$ cat src/rtl/gb_flgofm_pkg.sv
// gb_flgofm_pkg: shared definitions for the OFM flag global-buffer controller.
//   OBUF_DEPTH - entries in the output skid buffer that hides RAM read latency
//   prio_e     - read/write arbitration priority encoding
//   cnt_width  - bits needed to hold a count in 0..depth
package gb_flgofm_pkg;

  localparam int unsigned OBUF_DEPTH = 2;

  typedef enum logic {
    PRIO_WRITE = 1'b0,
    PRIO_READ  = 1'b1
  } prio_e;

  function automatic int unsigned cnt_width(input int unsigned depth);
    return $clog2(depth + 1);
  endfunction

  localparam int unsigned OBUF_CW = cnt_width(OBUF_DEPTH);

endpackage

$ cat src/rtl/gb_flgofm_obuf.sv
// gb_flgofm_obuf: 2-entry registered output buffer fed by RAM read data.
//   clk, rst_n  - clock, asynchronous active-low reset
//   clear       - synchronous flush
//   push        - capture push_data at the tail
//   push_data   - word returned by the RAM
//   pop         - consumer took the head word
//   cnt         - entries currently held
//   head        - registered head word
module gb_flgofm_obuf
  import gb_flgofm_pkg::*;
#(
  parameter int unsigned WIDTH = 28
) (
  input  logic               clk,
  input  logic               rst_n,
  input  logic               clear,
  input  logic               push,
  input  logic [WIDTH-1:0]   push_data,
  input  logic               pop,
  output logic [OBUF_CW-1:0] cnt,
  output logic [WIDTH-1:0]   head
);

  localparam logic [OBUF_CW-1:0] CNT_FULL = OBUF_CW'(OBUF_DEPTH);

  logic [WIDTH-1:0] head_q;
  logic [WIDTH-1:0] tail_q;

  always_ff @(posedge clk or negedge rst_n) begin
    if (!rst_n) begin
      cnt    <= '0;
      head_q <= '0;
      tail_q <= '0;
    end else if (clear) begin
      cnt    <= '0;
      head_q <= '0;
      tail_q <= '0;
    end else begin
      unique case ({push, pop})
        2'b10: begin
          if (cnt == '0) head_q <= push_data;
          else           tail_q <= push_data;
          cnt <= cnt + 1'b1;
        end
        2'b01: begin
          head_q <= tail_q;
          cnt    <= cnt - 1'b1;
        end
        2'b11: begin
          // simultaneous capture and pop: occupancy unchanged, data shifts
          if (cnt == CNT_FULL) begin
            head_q <= tail_q;
            tail_q <= push_data;
          end else begin
            head_q <= push_data;
          end
        end
        default: ;
      endcase
    end
  end

  assign head = head_q;

endmodule

$ cat src/rtl/gb_flgofm_ctrl.sv
// gb_flgofm_ctrl: FIFO-style initiator for the single-port OFM flag RAM.
//   clk, rst_n       - clock, asynchronous active-low reset
//   clear            - synchronous flush of all state
//   wr_vld/wr_data/wr_rdy - producer side (PE array)
//   rd_vld/rd_data/rd_rdy - consumer side (DRAM writeback)
//   count/empty/full - occupancy (full refers to RAM-resident words)
//   addr_w/addr_r/write_en/read_en/data_in/data_out - RAM pins;
//                      data_out is valid the cycle after read_en
module gb_flgofm_ctrl
  import gb_flgofm_pkg::*;
#(
  parameter int unsigned SRAM_DEPTH_BIT = 6,
  parameter int unsigned SRAM_DEPTH     = 2 ** SRAM_DEPTH_BIT,
  parameter int unsigned SRAM_WIDTH     = 28
) (
  input  logic                      clk,
  input  logic                      rst_n,
  input  logic                      clear,
  input  logic                      wr_vld,
  input  logic [SRAM_WIDTH-1:0]     wr_data,
  output logic                      wr_rdy,
  output logic                      rd_vld,
  output logic [SRAM_WIDTH-1:0]     rd_data,
  input  logic                      rd_rdy,
  output logic [SRAM_DEPTH_BIT:0]   count,
  output logic                      empty,
  output logic                      full,
  output logic [SRAM_DEPTH_BIT-1:0] addr_w,
  output logic [SRAM_DEPTH_BIT-1:0] addr_r,
  output logic                      write_en,
  output logic                      read_en,
  output logic [SRAM_WIDTH-1:0]     data_in,
  input  logic [SRAM_WIDTH-1:0]     data_out
);

  localparam int unsigned CNT_W = SRAM_DEPTH_BIT + 1;
  localparam logic [CNT_W-1:0]   RAM_FULL  = CNT_W'(SRAM_DEPTH);
  localparam logic [OBUF_CW-1:0] OBUF_LIM  = OBUF_CW'(OBUF_DEPTH);

  logic [SRAM_DEPTH_BIT-1:0] wptr;
  logic [SRAM_DEPTH_BIT-1:0] rptr;
  logic [CNT_W-1:0]          ram_cnt;
  logic                      inflight;
  prio_e                     prio;

  logic [OBUF_CW-1:0] obuf_cnt;
  logic [OBUF_CW-1:0] occ;
  logic               room;
  logic               wreq;
  logic               rreq;
  logic               conflict;
  logic               pop;

  // obuf_cnt + inflight never exceeds OBUF_DEPTH, so OBUF_CW bits suffice
  assign occ      = obuf_cnt + OBUF_CW'(inflight);
  assign room     = (ram_cnt != RAM_FULL);
  assign wreq     = wr_vld && room;
  assign rreq     = (ram_cnt != '0) && (occ < OBUF_LIM);
  assign conflict = wreq && rreq;

  // Single RAM port: a pending read with read priority blocks the writer.
  assign wr_rdy   = room && !(rreq && (prio == PRIO_READ)) && !clear;
  assign write_en = wr_vld && wr_rdy;
  assign read_en  = rreq && (!wreq || (prio == PRIO_READ)) && !clear;
  assign data_in  = wr_data;
  assign addr_w   = wptr;
  assign addr_r   = rptr;

  assign rd_vld   = (obuf_cnt != '0) && !clear;
  assign pop      = rd_vld && rd_rdy;

  assign count    = ram_cnt + CNT_W'(inflight) + CNT_W'(obuf_cnt);
  assign empty    = (count == '0);
  assign full     = (ram_cnt == RAM_FULL);

  // Pointers wrap naturally because SRAM_DEPTH is a power of two.
  always_ff @(posedge clk or negedge rst_n) begin
    if (!rst_n) begin
      wptr     <= '0;
      rptr     <= '0;
      ram_cnt  <= '0;
      inflight <= 1'b0;
      prio     <= PRIO_WRITE;
    end else if (clear) begin
      wptr     <= '0;
      rptr     <= '0;
      ram_cnt  <= '0;
      inflight <= 1'b0;
      prio     <= PRIO_WRITE;
    end else begin
      if (write_en) wptr <= wptr + 1'b1;
      if (read_en)  rptr <= rptr + 1'b1;
      unique case ({write_en, read_en})
        2'b10:   ram_cnt <= ram_cnt + 1'b1;
        2'b01:   ram_cnt <= ram_cnt - 1'b1;
        default: ;
      endcase
      inflight <= read_en;
      if (conflict) prio <= (prio == PRIO_WRITE) ? PRIO_READ : PRIO_WRITE;
    end
  end

  gb_flgofm_obuf #(
    .WIDTH (SRAM_WIDTH)
  ) u_obuf (
    .clk       (clk),
    .rst_n     (rst_n),
    .clear     (clear),
    .push      (inflight),
    .push_data (data_out),
    .pop       (pop),
    .cnt       (obuf_cnt),
    .head      (rd_data)
  );

endmodule

$ cat config.mk
export PLATFORM = sky130hd
export DESIGN_NAME = gb_flgofm_ctrl
export DESIGN_NICKNAME = d
export VERILOG_FILES = /design/src/rtl/gb_flgofm_pkg.sv /design/src/rtl/gb_flgofm_obuf.sv /design/src/rtl/gb_flgofm_ctrl.sv
export SDC_FILE = /design/constraint.sdc
export NUM_CORES = 1
export LEC_CHECK = 0
export ABC_AREA = 0
export CAP_MARGIN = 20
export CORE_UTILIZATION = 48
export CTS_BUF_LIST = sky130_fd_sc_hd__clkbuf_2 sky130_fd_sc_hd__clkbuf_4 sky130_fd_sc_hd__clkbuf_8
export DETAILED_ROUTE_END_ITERATION = 10
export PLACE_DENSITY = 0.82
export SLEW_MARGIN = 10
export SYNTH_ARGS = -nofsm -noshare
export SYNTH_HDL_FRONTEND = slang
export SYNTH_HIERARCHICAL = 1
export SYNTH_SLANG_ARGS = --single-unit
$ cat constraint.sdc
create_clock -name clk -period 3.55 [get_ports clk]
set_input_delay 0.71 -clock clk [delete_from_list [all_inputs] [get_ports clk]]
set_output_delay 0.71 -clock clk [all_outputs]
set_load 0.1 [all_outputs]
Word-level counts from Yosys, hierarchy flattened
Cells that the tools add are included.
{"block": "totals", "reg_bits": 79, "in_bits": 61, "out_inout_bits": 81, "word_cells": 77}
{"block": "classes", "add_sub_neg": 9, "n_lt_le_gt_ge": 1, "n_eq_ne": 11, "mux": 20, "n_reduce_logical": 28}
{"operator": "two-way mux 28 bit", "count": 6}
{"operator": "one-hot mux 28 bit (3 select lines)", "count": 1}
{"operator": "one-hot mux 28 bit (2 select lines)", "count": 1}
{"operator": "two-way mux 6 bit", "count": 4}
{"operator": "one-hot mux 7 bit (2 select lines)", "count": 1}
{"operator": "adder 6 x 1 -> 6 bit, second input constant", "count": 2}
{"operator": "logical AND 1 bit", "count": 11}
{"operator": "nonzero test 3 bit", "count": 3}
{"operator": "equality test 2 bit, second input constant", "count": 4}
{"operator": "nonzero test 2 bit", "count": 4}
{"operator": "adder 7 x 1 -> 7 bit", "count": 1}
{"operator": "adder 7 x 1 -> 7 bit, second input constant", "count": 1}
{"operator": "adder 7 x 2 -> 7 bit", "count": 1}
{"operator": "equality test 7 bit, second input constant", "count": 1}
{"operator": "zero test 7 bit", "count": 1}
{"operator": "two-way mux 7 bit", "count": 1}
{"operator": "inequality test 7 bit, second input constant", "count": 1}
{"operator": "nonzero test 7 bit", "count": 1}
{"operator": "subtractor 7 x 1 -> 7 bit, second input constant", "count": 1}
{"operator": "inequality test 3 x 2 -> 1 bit, second input constant", "count": 2}
{"operator": "equality test 2 x 1 -> 1 bit, second input constant", "count": 2}
{"operator": "two-way mux 1 bit", "count": 4}
{"operator": "one-hot mux 2 bit (2 select lines)", "count": 1}
{"operator": "nonzero test 4 bit", "count": 1}
{"operator": "11 further kinds", "count": 13}

Longest topological paths before layout
Gate-level depths: netlist (run 1).
{"block": "depth", "depth_word": 11, "ltp_mapped": 13}

Hierarchy
Netlist (run 1), hierarchy kept.
{"mod": "gb_flgofm_obuf", "n_inst": 1, "cells_per_inst": 244, "area_per_inst_um2": 2845.2, "seq_area_each_um2": 1451.4}
{"mod": "gb_flgofm_ctrl", "n_inst": 1, "cells_per_inst": 184, "area_per_inst_um2": 1652.8, "seq_area_each_um2": 525.5}

Worst setup path before layout (run 1)
No wires, ideal clock.
{"block": "synth_path", "path_type": "flip-flop to output port", "startpoint": "register ram_cnt[0]", "endpoint": "output empty", "arrival_ps": 5367, "setup_slack_ps": -2527, "path_stages_with_launch": 9, "path_buffers": 0, "path_cell_list": "dfrtp_1 > inv_1 > fa_1 > fa_1 > nor2b_1 > nand4_1 > xnor2_1 > nor2_1 > nor4bb_1"}
{"block": "synth_via", "elab_chain_len": 3}
{"element": "start: declaration", "line_no": "gb_flgofm_ctrl.sv:42", "text": "logic [CNT_W-1:0] ram_cnt;"}
{"element": "start signal: assignment", "line_no": "gb_flgofm_ctrl.sv:94", "text": "2'b10: ram_cnt <= ram_cnt + 1'b1;"}
{"element": "start signal: assignment", "line_no": "gb_flgofm_ctrl.sv:95", "text": "2'b01: ram_cnt <= ram_cnt - 1'b1;"}
{"element": "adder 7 x 1 -> 7 bit", "line_no": "gb_flgofm_ctrl.sv:72", "text": "assign count = ram_cnt + CNT_W'(inflight) + CNT_W'(obuf_cnt);"}
{"element": "adder 7 x 2 -> 7 bit", "line_no": "gb_flgofm_ctrl.sv:72"}
{"element": "named net count[6]", "line_no": "gb_flgofm_ctrl.sv:25", "text": "output logic [SRAM_DEPTH_BIT:0] count,"}
{"element": "zero test 7 bit", "line_no": "gb_flgofm_ctrl.sv:73", "text": "assign empty = (count == '0);"}
{"element": "end: declaration", "line_no": "gb_flgofm_ctrl.sv:26", "text": "output logic empty,"}
The timed path passes the listed nets, and every way through them passes these cells.

Worst setup path in the final report (run 1)
{"block": "layout_path", "startpoint": "register ram_cnt[0]", "endpoint": "output empty"}
{"block": "layout_via", "elab_chain_len": 3}
{"element": "adder 7 x 1 -> 7 bit", "line_no": "gb_flgofm_ctrl.sv:72"}
{"element": "adder 7 x 2 -> 7 bit", "line_no": "gb_flgofm_ctrl.sv:72"}
{"element": "zero test 7 bit", "line_no": "gb_flgofm_ctrl.sv:73"}
Every way passes these cells.

==> impl_metrics.sql, run 1 <==
INSERT INTO impl_metrics (metric_group, metric, value, unit) VALUES
('outcome', 'run_status', 'complete, no violations', ''),
('route', 'wire_per_inst', '16.6', 'µm'),
('grt', 'globalRoute.totalOverflow', '0', ''),
('yosys', 'synthCells', '428', ''),
('clocking', 'holdBufCountCts', '0', ''),
('grt', 'grt_pass1_vias', '3487', ''),
('worst_setup_path', 'worst_path_largest_cell_delay', '0.41', 'ns'),
('layout', 'finalInstanceArea', '5640', 'µm²'),
('placed_design', 'place.gp.congestion', '0.849', ''),
('clocking', 'cts_made_buffers', '9', ''),
('layout', 'fin_cells', '609', ''),
('yosys', 'ys_seq_elements', '79', ''),
('yosys', 'yosys-top-cells-area', 'sky130_fd_sc_hd__dfrtp_1 44%, sky130_fd_sc_hd__mux2_4 6.7%, sky130_fd_sc_hd__buf_4 5.7%', ''),
('clocking', 'clock-sinks', '79', ''),
('yosys', 'yosys_warnings', '6', ''),
('grt', 'number_of_antenna_violations_at_the_first_check_in_global_routing', '0', ''),
('clocking', 'cts_tree', 'built', ''),
('yosys', 'post_synth_edffs', '0', ''),
('clocking', 'cts_htree_levels', '3', ''),
('sta', 'maxSlewViolCount', '0', ''),
('sta', 'hold_violations', '0', ''),
('floorplanning', 'die-area', '9760', 'µm²'),
('sta', 'final_critical_path_setup_slack', '0.0976', 'ns'),
('power_and_ir_drop', 'design_power_total', '5.80', 'mW'),
('power_and_ir_drop', 'power.density', '1030', 'nW/µm²'),
('route', 'route.vias.total', '3325', ''),
('clocking', 'clkSlewWorstSetupHoldPaths', '0.08', 'ns'),
('layout', 'final_net_count', '571', ''),
('placed_design', 'dpl_worst_slack', '0.144', 'ns'),
('worst_setup_path', 'worst-path-max-fanout', '3', ''),
('route', 'route.antenna.remaining_nets', '0', ''),
('power_and_ir_drop', 'max-vdd-ir-drop', '831', 'µV'),
('clocking', 'clock_root_cell', 'sky130_fd_sc_hd__clkbuf_8', ''),
('run', 'max_cap_viol', '0', ''),
('worst_setup_path', 'cp_top_family', 'adder cells', ''),
('route', 'route.final.wire_length', '10100', 'µm'),
('floorplanning', 'rows', '34', ''),
('power_and_ir_drop', 'power.leakage', '2.52', 'nW'),
('layout', 'antenna-diode-count', '0', ''),
('placed_design', 'buffer_ports.inserted', '85', ''),
('floorplanning', 'ios', '142', ''),
('placed_design', 'detailed_place.area', '5310', 'µm²'),
('sta', 'finalHoldWorstSlack', '0.312', 'ns'),
('route', 'drt-pass1-iter-count', '5', ''),
('yosys', 'synthesis.area_per_instance', '10.5', 'µm²'),
('clocking', 'clock_latency', '0.34', 'ns'),
('floorplanning', 'die_w', '98.8', 'µm'),
('clocking', 'cts_buffer_depth', '2', ''),
('layout', 'flow.area_growth_from_synthesis', '25.3', '%'),
('yosys', 'synth.lib_cells_used.distinct', '53', ''),
('route', 'drt-initial-drc-count', '157', ''),
('worst_setup_path', 'reg2reg_depth', '10', ''),
('layout', 'final_core_util', '63.4', '%'),
('worst_setup_path', 'criticalPathCategory', 'flip-flop to output pin', ''),
('worst_setup_path', 'reg2reg_to', 'ram_cnt[6]', ''),
('sta', 'fin_setup_tns', '0', 'ns'),
('yosys', 'synth.largest_area_cell', 'sky130_fd_sc_hd__dfrtp_1', ''),
('worst_hold_path', 'hold_class', 'input pin to asynchronous set/reset pin', ''),
('placed_design', 'placed_cells', '587', ''),
('yosys', 'postSynth.asyncResetShare', '100', '%'),
('worst_setup_path', 'critical_path.most_common_cell', 'sky130_fd_sc_hd__fa_2', ''),
('placed_design', 'hpwl_detailed', '6660', 'µm'),
('worst_setup_path', 'cp.arrival', '2.74', 'ns'),
('sta', 'finalSetupViolations', '0', ''),
('yosys', 'synth.yosys.seq_area_share', '43.9', '%'),
('sta', 'timing.slew.headroom', '30.8', '%'),
('worst_setup_path', 'setup.reg_to_reg.worst_slack', '0.38', 'ns'),
('sta', 'final_period_util', '97.2', '%'),
('sta', 'max_clock_freq', '290', 'MHz'),
('grt', 'groute.usage.overall', '21.9', '%'),
('sta', 'max_slew.worst_pin.slew', '1.03', 'ns');
-- cells in the final DEF, fill, tap and decap left out, types with 11 or more instances in the layout --
cell type / count
sky130_fd_sc_hd__a22oi_1: 26
sky130_fd_sc_hd__nand2_1: 36
sky130_fd_sc_hd__clkdlybuf4s50_1: 69
sky130_fd_sc_hd__o21ai_1: 20
sky130_fd_sc_hd__o21ai_0: 14
sky130_fd_sc_hd__ha_1: 11
sky130_fd_sc_hd__inv_1: 14
sky130_fd_sc_hd__mux2_4: 20
sky130_fd_sc_hd__dfrtp_1: 79
sky130_fd_sc_hd__buf_4: 28
sky130_fd_sc_hd__nor2b_1: 31
sky130_fd_sc_hd__nor2_1: 26
-- worst register-to-register path, cell delays in order (launching register included) --
cell                       delay, ns
sky130_fd_sc_hd__dfrtp_1        0.47
sky130_fd_sc_hd__or4_4          0.56
sky130_fd_sc_hd__or2_0          0.25
sky130_fd_sc_hd__o211ai_2       0.29
sky130_fd_sc_hd__nor2_1         0.17
sky130_fd_sc_hd__ha_1           0.34
sky130_fd_sc_hd__nor2b_1        0.16
sky130_fd_sc_hd__o31ai_1        0.30
sky130_fd_sc_hd__a21oi_1        0.18
sky130_fd_sc_hd__a211oi_1       0.27
sky130_fd_sc_hd__a31oi_1        0.06
-- final cells by class --
cell class	instances	area, µm²
Clock buffer	11	139
Clock inverter	5	106
Fill cell	719	3250
Inverter	16	60.1
Multi-Input combinational cell	285	2170
Sequential cell	79	1980
Tap cell	108	135
Timing Repair Buffer	105	1050
-- repair_timing --
action	CTS	global route
gates resized for setup	2	1
setup buffers	1	4
setup endpoints to repair	1	1
pin swaps	0	2
-- metal layers --
metal	global-route usage [%]	routed length (µm)	vias to the layer above
met1	28.0	4510	1614
met3	5.82	619	23
li1	-	-	1575
met4	7.69	156	0
met5	0	0	-
met2	36.0	4830	113
-- state kept, by name (all words and copies together), names as in the netlist --
register	cells
u_obuf/head	28
u_obuf/tail_q	28
ram_cnt	7
addr_r	6
addr_w	6
u_obuf/cnt	2
inflight	1
prio	1
-- synth_stat cells (4+ instances only) --
library cell,n
sky130_fd_sc_hd__mux2_2,8
sky130_fd_sc_hd__ha_1,11
sky130_fd_sc_hd__mux2i_1,6
sky130_fd_sc_hd__inv_1,16
sky130_fd_sc_hd__xnor2_1,13
sky130_fd_sc_hd__a32oi_1,4
sky130_fd_sc_hd__xor2_1,6
sky130_fd_sc_hd__a21oi_2,4
sky130_fd_sc_hd__dfrtp_1,79
sky130_fd_sc_hd__nor3_1,5
sky130_fd_sc_hd__nor2_1,27
sky130_fd_sc_hd__o21ai_0,14
sky130_fd_sc_hd__a22oi_1,26
sky130_fd_sc_hd__nor2b_1,32
sky130_fd_sc_hd__o21ai_1,20
sky130_fd_sc_hd__mux2_4,20
sky130_fd_sc_hd__buf_4,34
sky130_fd_sc_hd__a21o_1,4
sky130_fd_sc_hd__clkbuf_1,8
sky130_fd_sc_hd__a21oi_1,7
sky130_fd_sc_hd__nand2_1,36
-- how the worst max path moves through the flow --
stage	startpoint	to	slack, ns	cells after the start
after floorplan	u_obuf/cnt[0]	empty	-2.13	8
after global placement	inflight	empty	0.28	9
after detailed placement	inflight	empty	0.14	9
after CTS	ram_cnt[0]	empty	0.006	9
after global routing	ram_cnt[0]	empty	-0.04	9
final	ram_cnt[0]	empty	0.1	9
-- power breakdown --
part	switching [mW]	total, mW	internal (mW)
Clock	0.332	0.817	0.485
Combinational	2.53	3.63	1.10
Sequential	0.214	1.36	1.14
-- cells by family (layout without fill, tap and decap cells) --
kind of cell,Yosys count,count (layout),synth area share [%]
simple gates,125,125,14.4
compound gates,92,92,13.8
flops,79,79,44.0
buf+inv,64,137,9.43
mux,35,35,10.3
xor+xnor,19,19,3.70
fa+ha+maj,14,14,4.40
(Power assumes the default switching activity.)
==> inputs of run 2 (changes only) <==
clock period = 3.95 ns   (was 3.55 ns; I/O delays follow)
==> run 2 against run 1 <==
Register-to-register slack got worse by 0.08 ns. Final cell count fell by 2.1%. Highest routed layer unchanged. Wire length fell by 2.6%.
==> impl_metrics.sql, run 2 (same netlist as run 1, synthesis figures left out) <==
INSERT INTO impl_metrics (metric_group, metric, value, unit) VALUES
('sta', 'finalSetupViolations', '0', ''),
('worst_setup_path', 'timing.critical_path.from_type', 'flip-flop', ''),
('layout', 'final_core_util', '61.3', '%'),
('layout', 'finalInstanceArea', '5450', 'µm²'),
('worst_setup_path', 'crit-reg2reg-launch', 'ram_cnt[2]', ''),
('power_and_ir_drop', 'design_power_total', '5.01', 'mW'),
('clocking', 'cts_made_buffers', '9', ''),
('power_and_ir_drop', 'logic_pwr_share', '62.0', '%'),
('floorplanning', 'die_y', '98.8', 'µm'),
('route', 'drt-pass1-iter-count', '4', ''),
('grt', 'grt_max_degree', '80', ''),
('placed_design', 'place.gp.congestion', '0.855', ''),
('power_and_ir_drop', 'cell_internal_pwr', '2.27', 'mW'),
('clocking', 'holdBufCountCts', '0', ''),
('layout', 'final_net_count', '559', ''),
('grt', 'grt_pass1_vias', '3426', ''),
('layout', 'layout_commonest_cell', 'sky130_fd_sc_hd__dfrtp_1', ''),
('placed_design', 'buffer_ports.inserted', '85', ''),
('layout', 'layout.cells.most_common_list', '78 x sky130_fd_sc_hd__dfrtp_1, 70 x sky130_fd_sc_hd__clkdlybuf4s50_1, 36 x sky130_fd_sc_hd__nand2_1, 32 x sky130_fd_sc_hd__nor2b_1', ''),
('grt', 'globalRoute.totalOverflow', '0', ''),
('power_and_ir_drop', 'total_switching_power', '2.74', 'mW'),
('route', 'wire_per_inst', '16.5', 'µm'),
('clocking', 'clock_latency', '0.35', 'ns'),
('floorplanning', 'die-area', '9760', 'µm²'),
('clocking', 'clkSlewWorstSetupHoldPaths', '0.08', 'ns'),
('floorplanning', 'rows', '34', ''),
('floorplanning', 'die_w', '98.8', 'µm'),
('grt', 'number_of_antenna_violations_at_the_first_check_in_global_routing', '0', ''),
('placed_design', 'detailed_place.area', '5210', 'µm²'),
('placed_design', 'placed_cells', '580', ''),
('route', 'drc_errors', '0', ''),
('clocking', 'cts_htree_levels', '3', ''),
('route', 'route.antenna.remaining_nets', '0', ''),
('layout', 'post_route_cells_drive_above_1_share', '18.6', '%'),
('sta', 'skew', '0.00692', 'ns'),
('clocking', 'cts_buffer_depth', '2', ''),
('power_and_ir_drop', 'power.share.clock', '13.2', '%'),
('floorplanning', 'initial_core_utilization', '50.6', '%'),
('worst_setup_path', 'crit_path_capture_type', 'output pin', ''),
('power_and_ir_drop', 'power.leakage', '2.43', 'nW'),
('floorplanning', 'core-area', '8890', 'µm²'),
('clocking', 'clock-sinks', '79', ''),
('sta', 'hold_violations', '0', ''),
('worst_setup_path', 'worstSetupStartpoint', 'u_obuf/cnt[0]', ''),
('run', 'max_cap_viol', '0', ''),
('layout', 'flow.area_growth_from_synthesis', '21.2', '%'),
('route', 'drt-initial-drc-count', '112', ''),
('clocking', 'cts_tree', 'built', ''),
('worst_setup_path', 'required', '3.16', 'ns'),
('outcome', 'run_status', 'complete, no violations', ''),
('layout', 'antenna-diode-count', '0', ''),
('grt', 'groute.usage.overall', '21.1', '%'),
('sta', 'max_slew.worst_pin.slew', '1.03', 'ns'),
('sta', 'period_needed', '3.79', 'ns'),
('sta', 'timing.slew.headroom', '31.1', '%'),
('power_and_ir_drop', 'max-vdd-ir-drop', '645', 'µV'),
('route', 'route.final.wire_length', '9850', 'µm'),
('route', 'route.vias.total', '3312', ''),
('sta', 'final_period_util', '95.9', '%'),
('worst_setup_path', 'criticalPathCategory', 'flip-flop to output pin', ''),
('power_and_ir_drop', 'switching_share', '54.7', '%'),
('layout', 'fin_cells', '596', ''),
('floorplanning', 'ios', '142', ''),
('worst_hold_path', 'hold_class', 'input pin to asynchronous set/reset pin', ''),
('grt', 'grt_pass1_wl', '16400', 'µm'),
('sta', 'max_clock_freq', '264', 'MHz'),
('power_and_ir_drop', 'reg_power_share', '24.8', '%'),
('sta', 'rsz0062_at_grt', 'no', ''),
('power_and_ir_drop', 'power.density', '919', 'nW/µm²'),
('sta', 'maxSlewViolCount', '0', ''),
('clocking', 'clock_root_cell', 'sky130_fd_sc_hd__clkbuf_8', ''),
('route', 'avgViaCountPerCell', '5.56', ''),
('placed_design', 'hpwl_detailed', '6770', 'µm'),
('worst_setup_path', 'worst-path-max-fanout', '10', ''),
('worst_setup_path', 'cp.arrival', '3.00', 'ns'),
('sta', 'fin_setup_tns', '0', 'ns');
## run 2: through the flow
step / worst slack [ns] / hold WS (ns)
after floorplan: -1.81 / 0.480
after global placement: 0.410 / 0.463
after detailed placement: 0.290 / 0.465
after CTS: 0.0197 / 0.484
after global routing: 0.00729 / 0.413
final: 0.161 / 0.395
## run 2: path summary, 6_finish.rpt
kind                       slack [ns]           endpoint  cells after the start
hold / removal                   0.39         ram_cnt[4]                      1
setup reg to reg                 0.30         ram_cnt[6]                     11
hold reg to reg                  0.48    u_obuf/head[25]                      1
max in group asynchronous        2.95  u_obuf/tail_q[11]                      2
min in group clk                 0.48    u_obuf/head[25]                      1
setup / recovery                 0.16              empty                      9
## run 2: layout make-up
class	count	area (µm²)
multi-input cells	285	2140
inverters	16	60.1
clock inverters	5	82.6
clock buffers	10	131
flip-flops and latches	79	1980
well taps	108	135
fillers	745	3440
repair buffers	93	921
## run 2: what timing repair did
action / 4_1_cts / 5_1_grt
pin swaps: 0 / 0
resized for setup: 1 / 1
setup buffers: 0 / 0
setup endpoints to repair: 1 / 1
## run 2: layer usage
layer	vias to the layer above	part of all wire, %	GRT usage, %
li1	1546	-	-
met1	1643	43	26.2
met2	102	48	35.2
met3	21	6.9	6.31
met4	0	1.7	7.23
met5	-	0	0
## run 2: power groups by stage
stage | Combinational [mW] | Sequential (mW) | Clock (mW)
3_5_place_dp | 3.10 | 1.25 | 0
6_report | 3.11 | 1.24 | 0.660
2_1_floorplan | 1.71 | 2.08 | 0
3_3_place_gp | 3.05 | 1.23 | 0
5_1_grt | 3.27 | 1.27 | 0.710
4_1_cts | 3.11 | 1.24 | 0.679
## run 2: critical path, stage by stage (launching register included)
cell and delay, ns:
sky130_fd_sc_hd__dfrtp_2 0.51, sky130_fd_sc_hd__inv_2 0.09, sky130_fd_sc_hd__fa_2 0.42, sky130_fd_sc_hd__fa_2 0.39, sky130_fd_sc_hd__nor2b_1 0.16, sky130_fd_sc_hd__nand4_1 0.23, sky130_fd_sc_hd__xnor2_4 0.23, sky130_fd_sc_hd__nor2_1 0.08
sky130_fd_sc_hd__nor4bb_2 0.32, sky130_fd_sc_hd__buf_12 0.22
